**src/rtl/prf_read_arbiter_if.sv**
```systemverilog
// Request/grant bundle between the reservation-station array and the PRF read arbiter.
// The RS side drives requests, flush and port blocks; the arbiter returns grants and port steering.
interface prf_read_arbiter_if #(
  parameter int NUM_REQ   = 4,
  parameter int NUM_PORTS = 2
);
  localparam int PW = (NUM_PORTS > 1) ? $clog2(NUM_PORTS) : 1;
  localparam int GW = $clog2(NUM_PORTS) + 1;

  logic                  flush;
  logic [NUM_REQ-1:0]    req;
  logic [NUM_PORTS-1:0]  port_block;
  logic [NUM_REQ-1:0]    grant;
  logic [NUM_REQ*PW-1:0] grant_port;
  logic [GW-1:0]         grant_count;
  logic [NUM_REQ-1:0]    starved;

  modport master (
    output flush, req, port_block,
    input  grant, grant_port, grant_count, starved
  );

  modport slave (
    input  flush, req, port_block,
    output grant, grant_port, grant_count, starved
  );
endinterface

```
**src/rtl/prf_read_arbiter.sv**
```systemverilog
// Shares PRF read-port pairs among reservation stations: zero-latency grants, rotating priority with starvation override.
// No backpressure path: a denied RS keeps req high; per-RS denial counters and rr_ptr are the only state.
module prf_read_arbiter #(
  parameter int NUM_REQ      = 4,
  parameter int NUM_PORTS    = 2,
  parameter int STARVE_LIMIT = 8
) (
  input logic               clk,
  input logic               rst,
  prf_read_arbiter_if.slave bus
);
  localparam int PW = (NUM_PORTS > 1) ? $clog2(NUM_PORTS) : 1;
  localparam int GW = $clog2(NUM_PORTS) + 1;
  localparam int RW = (NUM_REQ > 1) ? $clog2(NUM_REQ) : 1;
  localparam int CW = $clog2(STARVE_LIMIT + 1);
  localparam logic [CW-1:0] LIMIT = CW'(STARVE_LIMIT);

  logic [RW-1:0]         rr_ptr;
  logic [RW-1:0]         rr_nxt;
  logic [RW-1:0]         rr_last;
  logic                  rr_hit;
  logic [CW-1:0]         starve_cnt [NUM_REQ];
  logic [CW-1:0]         cnt_nxt    [NUM_REQ];
  logic [NUM_REQ-1:0]    starved_q;
  logic [NUM_REQ-1:0]    gnt;
  logic [NUM_REQ*PW-1:0] gport;
  logic [PW-1:0]         free_idx   [NUM_PORTS];
  int                    free_n;
  int                    win_n;
  int                    idx;

  // Free ports are packed into free_idx in ascending order; the n-th winner takes free_idx[n].
  always_comb begin
    gnt     = '0;
    gport   = '0;
    free_n  = 0;
    win_n   = 0;
    idx     = 0;
    rr_hit  = 1'b0;
    rr_last = '0;
    for (int j = 0; j < NUM_PORTS; j++) free_idx[j] = '0;
    for (int j = 0; j < NUM_PORTS; j++) begin
      if (!bus.port_block[j]) begin
        free_idx[free_n] = PW'(j);
        free_n = free_n + 1;
      end
    end
    for (int i = 0; i < NUM_REQ; i++) begin
      if (bus.req[i] && starve_cnt[i] == LIMIT && win_n < free_n) begin
        gnt[i]             = 1'b1;
        gport[i*PW +: PW]  = free_idx[win_n];
        win_n              = win_n + 1;
      end
    end
    for (int k = 0; k < NUM_REQ; k++) begin
      idx = int'(rr_ptr) + k;
      if (idx >= NUM_REQ) idx = idx - NUM_REQ;
      if (bus.req[idx] && !gnt[idx] && win_n < free_n) begin
        gnt[idx]            = 1'b1;
        gport[idx*PW +: PW] = free_idx[win_n];
        win_n               = win_n + 1;
        rr_hit              = 1'b1;
        rr_last             = RW'(idx);
      end
    end
    if (rst) begin
      gnt   = '0;
      gport = '0;
    end
  end

  always_comb begin
    rr_nxt = rr_ptr;
    if (rr_hit) begin
      if (int'(rr_last) == NUM_REQ - 1) rr_nxt = '0;
      else                              rr_nxt = rr_last + 1'b1;
    end
  end

  // A grant clears the counter even if the RS cannot issue that cycle.
  always_comb begin
    for (int i = 0; i < NUM_REQ; i++) begin
      if (gnt[i] || !bus.req[i])      cnt_nxt[i] = '0;
      else if (starve_cnt[i] == LIMIT) cnt_nxt[i] = LIMIT;
      else                             cnt_nxt[i] = starve_cnt[i] + 1'b1;
    end
  end

  always_ff @(posedge clk) begin
    if (rst || bus.flush) begin
      rr_ptr    <= '0;
      starved_q <= '0;
      for (int i = 0; i < NUM_REQ; i++) starve_cnt[i] <= '0;
    end else begin
      rr_ptr <= rr_nxt;
      for (int i = 0; i < NUM_REQ; i++) begin
        starve_cnt[i] <= cnt_nxt[i];
        starved_q[i]  <= (cnt_nxt[i] == LIMIT);
      end
    end
  end

  assign bus.grant       = gnt;
  assign bus.grant_port  = gport;
  assign bus.grant_count = GW'($countones(gnt));
  assign bus.starved     = starved_q;
endmodule

```
**src/flat_wrapper.sv**
```systemverilog
// flat-port wrapper written by rule: the top's interface ports become plain ports
module prf_read_arbiter_flat 
#(
  parameter int NUM_REQ      = 4,
  parameter int NUM_PORTS    = 2,
  parameter int STARVE_LIMIT = 8
)
  (clk, rst, bus_flush, bus_req, bus_port_block, bus_grant, bus_grant_port, bus_grant_count, bus_starved);
  prf_read_arbiter_if #(.NUM_REQ(NUM_REQ), .NUM_PORTS(NUM_PORTS)) bus_i ();
  input logic clk;
  input logic rst;
  input wire logic [$bits(bus_i.flush)-1:0] bus_flush;
  input wire logic [$bits(bus_i.req)-1:0] bus_req;
  input wire logic [$bits(bus_i.port_block)-1:0] bus_port_block;
  output wire logic [$bits(bus_i.grant)-1:0] bus_grant;
  output wire logic [$bits(bus_i.grant_port)-1:0] bus_grant_port;
  output wire logic [$bits(bus_i.grant_count)-1:0] bus_grant_count;
  output wire logic [$bits(bus_i.starved)-1:0] bus_starved;
  assign bus_i.flush = bus_flush;
  assign bus_i.req = bus_req;
  assign bus_i.port_block = bus_port_block;
  assign bus_grant = bus_i.grant;
  assign bus_grant_port = bus_i.grant_port;
  assign bus_grant_count = bus_i.grant_count;
  assign bus_starved = bus_i.starved;
  prf_read_arbiter #(.NUM_REQ(NUM_REQ), .NUM_PORTS(NUM_PORTS), .STARVE_LIMIT(STARVE_LIMIT)) u_core (.clk(clk), .rst(rst), .bus(bus_i));
endmodule
```
**config.mk**
```make
export PLATFORM = sky130hd
export DESIGN_NAME = prf_read_arbiter_flat
export DESIGN_NICKNAME = d
export VERILOG_FILES = /design/src/rtl/prf_read_arbiter_if.sv /design/src/rtl/prf_read_arbiter.sv /design/src/flat_wrapper.sv
export SDC_FILE = /design/constraint.sdc
export NUM_CORES = 1
export LEC_CHECK = 0
export ABC_AREA = 1
export BUFFER_PORTS_ARGS = -buffer_cell sky130_fd_sc_hd__buf_4
export CORE_MARGIN = 5
export CORE_UTILIZATION = 60
export CTS_CLUSTER_SIZE = 14
export DETAILED_ROUTE_END_ITERATION = 8
export HOLD_SLACK_MARGIN = 0.12
export PLACE_DENSITY = 0.83
export SETUP_SLACK_MARGIN = 0.4
export SLEW_MARGIN = 20
export SYNTH_ARGS = -nofsm -noshare
export SYNTH_HDL_FRONTEND = slang
export SYNTH_SLANG_ARGS = --single-unit
export TNS_END_PERCENT = 30
```
**constraint.sdc**
```tcl
create_clock -name clk -period 10.43 [get_ports clk]
set_clock_uncertainty 0.1 [all_clocks]
set_input_delay 1.043 -clock clk [delete_from_list [all_inputs] [get_ports clk]]
set_output_delay 1.043 -clock clk [all_outputs]
set_load 0.05 [all_outputs]
```
==> results.cfg, run 1 <==
[power]
swShare = 0.565
clock_power_share = 0.072
p_switching_w = 0.000393
comb_power_share = 0.787
power_per_cell_area_mw_per_mm2 = 215
p_seq_frac = 0.141
ir_worst_vdd_mv = 0.101
p_leak_nw = 1.67
p_int_w = 0.000302

[synth]
syn_area_per_cell_sq_um = 6.07
ys_types = 40
ys_ff_latch = 22
yosysWarnings = 0
syn_inst = 463
ys_seq_area_frac = 0.157
netlist_area_sq_mm = 0.00281
syn_nets = 505

[run]
cap_violations = 0

[drt]
via_per_inst = 5.66
antenna_left = 0
vias = 3126
drc = 0
drtIter0Drc = 277
firstDrtPassIters = 5
wire_per_inst_microns = 14.2
wirelength_microns = 7820

[global_route]
grt_pass1_vias = 2906
track_usage = 0.258
grt_first_pass_wirelength_microns = 13100
overflow = 0
antenna_found_initial = 0
grt_max_degree = 23

[critical_path]
startpoint = bus_port_block[0]
worstPathArrival_ns = 8.44
cp.required_ns = 9.29
crit_path_end = bus_grant_count[1]
critPathMaxFanout = 8
r2r-start = u_core.starve_cnt[0][0]
critPathSlowestCell = fa_1
r2r_end = u_core.rr_ptr[1]
critPathKind = input port to output pin
slowest_delay_ns = 0.56
end_kind = output pin
cp-start-kind = input port
reg2reg_slack_ns = 3.06
reg2regPathDepth = 55
crit_path_frequent_cell = ha_1

[clock_tree]
cts-root-buf = clkbuf_8
cts_made_buffers = 3
cts.sinks = 22
cts_hold_buf = 0
clockBufferDepth = 2
clk_pin_slew_worst_paths_ns = 0.07
clk_latency_ns = 0.26
cts.htree.levels = 1
cts_tree = done

[worst_hold_path]
min_path_cells = 1
hp-class = flop to flop

[floorplanning]
dieArea_sq_mm = 0.00615
die_w_microns = 78.4
ioPinCount = 23
initial_utilization = 0.632
dieHeight_microns = 78.4
core_sq_mm = 0.00444
rows = 24

[place]
preCtsSetupSlack_ns = 0.264
place_hpwl_microns = 6290
globalplace.congestion = 1.05
portBuffers = 22
placed_area_sq_mm = 0.00307

[timing]
tightest_slew_ns = 0.779
fin_crit_ns = 9.58
max_freq_mhz = 104
fin_ws_ns = 0.847
slew_violations = 0
holdWs_ns = 0.433
fin_crit_sh = 0.919
setup_violations = 0
finalHoldViolCount = 0
setup_tns_ns = 0
rsz0062_at_grt = no
slew_headroom = 0.480

[final_layout]
utilization = 0.727
drive_above_1_share = 0.186
fill_cells = 398
num-nets-final = 544
n_antenna_cell = 0
area_growth_pct = 15.0
multiInputGateArea_sq_mm = 0.00207
stdcell_area_sq_mm = 0.00323
ff_latch_area_sq_um = 440

[status]
status = finished, final reports clean
-- stage by stage --
| step | cells | power, W |
|---|---|---|
| global route | 552 | 0.000757 |
| finish | 552 | 0.000695 |
| global placement | 539 | 0.000596 |
| detailed placement | 539 | 0.000603 |
| floorplan | 463 | 0.000486 |
| CTS | 544 | 0.000660 |
-- sequential cells by signal (all words and copies together) (netlist names) --
| signal | count |
|---|---|
| u_core.starve_cnt | 16 |
| u_core.rr_ptr | 2 |
| u_core.bus.starved | 4 |
-- worst max-delay path, delay by kind of cell --
| kind | cells | cell delay [ns] |
|---|---|---|
| buffers and inverters | 7 | 0.83 |
| and+or+nand+nor | 29 | 3.30 |
| adders and majority gates | 10 | 2.38 |
| xor gates and xnor gates | 1 | 0.15 |
| AOI/OAI and AO/OA | 6 | 0.69 |
-- Yosys cell counts (all sizes together) --
cell	instances	area [sq um]
o21a	1	7.51
xor2	1	8.76
o41ai	1	8.76
buf	2	16.3
or2	1	6.26
nand4	5	31.3
o22ai	1	6.26
nor3	11	55.1
a311oi	1	8.76
ha	32	400
clkbuf	4	15.0
nor4	3	18.8
o31ai	1	7.51
nand3b	2	15.0
fa	1	20.0
clkinv	3	11.3
nand2	105	454
inv	81	304
xnor2	4	35.0
o211ai	1	7.51
a21oi	12	75.1
a31oi	6	37.5
dfxtp	22	440
o221ai	1	8.76
and2	1	6.26
nand3	59	335
nor2	69	290
o21ai	32	179
-- kinds of logic (layout without fill, tap and decap cells) --
| group | after synthesis | after routing | synth area share |
|---|---|---|---|
| AND/OR/NAND/NOR | 256 | 256 | 0.431 |
| buffers and inverters | 90 | 127 | 0.123 |
| AO/OA/AOI/OAI | 57 | 57 | 0.123 |
| adder cells (fa/ha/maj) | 33 | 33 | 0.150 |
| flip-flops | 22 | 22 | 0.157 |
| XOR/XNOR | 5 | 5 | 0.0156 |
-- area by class of cell --
class / instances / area share
tap: 52 / 0.0201
sequential: 22 / 0.136
clock buffer: 3 / 0.0128
multi-input combinational: 351 / 0.640
timing repair buffer: 40 / 0.0929
inverter: 84 / 0.0976
-- cells in the final DEF, fill, tap and decap left out, types with 4 or more instances in the layout --
master   synthesis  routed
nor2_1          62      60
nand2_1         89      88
nor3_1          11       8
ha_1            32      31
nand2_2         12      13
inv_1           78      77
o21ai_2          5       6
o21ai_0         25      24
a31oi_1          6       5
nand3_1         54      54
nand4_1          5       5
nand2_4          4       4
a21oi_1         10      10
inv_2            3       4
nor2_2           6       7
buf_4            0      40
dfxtp_1         22      22
xnor2_1          4       4
-- timing repair --
action                                  CTS  global route
endpoints found under the setup margin    2             2
resized for setup                         1            12
pin swaps                                 1             8
buffers inserted                          2             8
-- how the worst min path moves through the flow --
stage,start,end
3_3_place_gp,u_core.starve_cnt[1][0],u_core.starve_cnt[1][0]
3_5_place_dp,u_core.starve_cnt[1][0],u_core.starve_cnt[1][0]
5_1_grt,u_core.starve_cnt[1][0],u_core.starve_cnt[1][0]
4_1_cts,u_core.starve_cnt[1][0],u_core.starve_cnt[1][0]
2_1_floorplan,u_core.starve_cnt[1][0],u_core.starve_cnt[1][0]
6_report,u_core.starve_cnt[1][0],u_core.starve_cnt[1][0]
-- power by group through the flow --
stage                     Clock [W]  Sequential [W]  Combinational [W]
after floorplan                   0       0.0000939           0.000392
after global placement            0       0.0000994           0.000497
after detailed placement          0       0.0000995           0.000503
after CTS                 0.0000519       0.0000976           0.000511
after global routing      0.0000556       0.0000987           0.000603
final                     0.0000503       0.0000980           0.000547
-- metal layers --
metal / routed length, microns / vias up / part of all wire / global-route usage
li1: - / 1565 / - / -
met1: 3330 / 1393 / 0.43 / 0.336
met2: 3620 / 148 / 0.46 / 0.431
met3: 683 / 20 / 0.087 / 0.0492
met4: 184 / 0 / 0.024 / 0.0804
met5: 0 / - / 0 / 0
Power figures use the tool's default switching activity.
==> inputs of run 2 (changes only) <==
==> constraint.sdc (replaced) <==
create_clock -name clk -period 10.43 [get_ports clk]
set_clock_uncertainty 0.1 [all_clocks]
set_input_delay 0 -clock clk [delete_from_list [all_inputs] [get_ports clk]]
set_output_delay 0 -clock clk [all_outputs]
set_load 0.05 [all_outputs]
==> run 2 against run 1 <==
Net effect:
- worst setup slack better by 0.43 ns
- cell count down 1.6%
- die area unchanged
- core utilization shrank 2.0 points
- maximum frequency up 4.7%
- sequential share of layout area up 0.38 points
- power down 5.4%
- register-to-register slack lost 1.2 ns
- combinational power down 9.0%
- cell area shrank 2.7%
- sequential cell count is the same
- sequential power about the same
- critical path type is now flop to output pin
- critical endpoint unchanged
- largest power group unchanged
- highest routed layer unchanged
==> results.cfg, run 2 (synthesized netlist as in run 1, its figures left out) <==
[status]
status = finished, final reports clean

[final_layout]
drive_above_1_share = 0.132
n_antenna_cell = 0
ff_latch_area_sq_um = 440
num-nets-final = 534
largest-register = u_core.starve_cnt
area_growth_pct = 11.9
multiInputGateArea_sq_mm = 0.00202
fill_cells = 401
final_common_cell = nand2_1
stdcell_area_sq_mm = 0.00314
mostFrequentLayoutCells = nand2_1, inv_1, nor2_1
fin_cells = 543
largest_register_ff_count = 16

[power]
power_per_cell_area_mw_per_mm2 = 209
finalPower_w = 0.000657
p_leak_nw = 1.62
ir_worst_vdd_mv = 0.101

[timing]
setup_tns_ns = 0
fin_crit_sh = 0.877
setup_violations = 0
finalHoldViolCount = 0
slew_violations = 0
max_freq_mhz = 109
tightest_slew_ns = 0.796
fin_crit_ns = 9.15
slew_headroom = 0.468
rsz0062_at_grt = no

[floorplanning]
die_w_microns = 78.4
dieArea_sq_mm = 0.00615
initial_utilization = 0.632
dieHeight_microns = 78.4
rows = 24
core_sq_mm = 0.00444
ioPinCount = 23

[clock_tree]
cts_resized = 0
cts-root-buf = clkbuf_8
cts_made_buffers = 3
clk_pin_slew_worst_paths_ns = 0.08
clk_latency_ns = 0.26
cts_tree = done
cts.sinks = 22
cts.htree.levels = 1
clockBufferDepth = 2

[global_route]
overflow = 0
antenna_found_initial = 0
grt_first_pass_wirelength_microns = 13200
grt_max_degree = 23
grt_pass1_vias = 2938
track_usage = 0.260

[critical_path]
end_kind = output pin
cp-start-kind = flop
r2r-start = u_core.starve_cnt[0][1]
reg2regPathDepth = 52
crit_path_frequent_cell = ha_1
critPathKind = flop to output pin
reg2reg_slack_ns = 1.88
r2r_end = u_core.starve_cnt[3][3]
cp.required_ns = 10.33
slowest_delay_ns = 0.56
worstPathArrival_ns = 9.05
critPathSlowestCell = fa_1
critPathMaxFanout = 15

[worst_hold_path]
min_path_cells = 1
hold_end = u_core.starve_cnt[1][0]
min_from = u_core.starve_cnt[1][0]
hp-class = flop to flop

[place]
portBuffers = 22
globalplace.congestion = 1.05
placed_area_sq_mm = 0.00301
place_hpwl_microns = 6210
placedCellCount = 531

[drt]
drc = 0
wire_per_inst_microns = 14.5
via_per_inst = 5.72
drtIter0Drc = 262
firstDrtPassIters = 5
wirelength_microns = 7870
antenna_left = 0
vias = 3108

[run]
cap_violations = 0
-- run 2: changes by cell type in the layout (fill, tap and decap cells not counted), moves of 2 or more --
cell	before	now
nor3_1	8	11
nor3_2	3	0
nor2_1	60	62
buf_4	40	22
dlygate4sd3_1	0	8
-- run 2: worst max path at each step --
stage	endpoint	startpoint
floorplan	bus_grant_count[1]	u_core.starve_cnt[0][0]
global placement	bus_grant_count[1]	u_core.starve_cnt[0][0]
detailed placement	bus_grant_count[1]	u_core.starve_cnt[0][1]
CTS	bus_grant_count[1]	u_core.starve_cnt[0][1]
global route	bus_grant_count[1]	u_core.starve_cnt[0][1]
finish	bus_grant_count[1]	u_core.starve_cnt[0][1]
-- run 2: timing repair --
| item | in CTS | in global routing |
|---|---|---|
| setup buffers | 0 | 0 |
| hold buffers | 8 | 0 |
| endpoints found under the hold margin | 22 | 0 |
-- run 2: routing by layer --
metal	track usage	part of all wire	vias up	wire [microns]
li1	-	-	1550	-
met1	0.348	0.44	1390	3440
met2	0.434	0.46	151	3620
met3	0.0492	0.086	17	678
met4	0.0612	0.016	0	127
met5	0	0	-	0
-- run 2: through the flow --
| step | hold slack [ns] | utilization | setup slack (ns) |
|---|---|---|---|
| finish | 0.426 | 0.707 | 1.28 |
| detailed placement | 0.206 | 0.677 | 1.66 |
| floorplan | 0.0470 | - | 2.30 |
| CTS | 0.421 | 0.707 | 1.35 |
| global placement | 0.192 | 0.677 | 2.12 |
| global route | 0.462 | 0.707 | 0.669 |
-- run 2: final cells by class --
cell class / instances / share of cell area
multi-input combinational: 351 / 0.643
sequential: 22 / 0.140
inverter: 84 / 0.100
timing repair buffer: 30 / 0.0780
tap: 52 / 0.0207
clock buffer: 4 / 0.0175
-- run 2: critical path, delay by kind of cell, from the launching register on --
kind / cells / cell delay [ns]
buf+inv: 6 / 0.66
compound gates: 6 / 0.82
fa+ha+maj: 10 / 2.34
flops: 1 / 0.34
xor+xnor: 1 / 0.16
simple gates: 31 / 4.47
-- run 2: power breakdown --
part	total [W]	internal, W	switching [W]
sequential	0.0000980	0.0000879	0.0000101
combinational	0.000498	0.000152	0.000347
clock	0.0000611	0.0000337	0.0000274
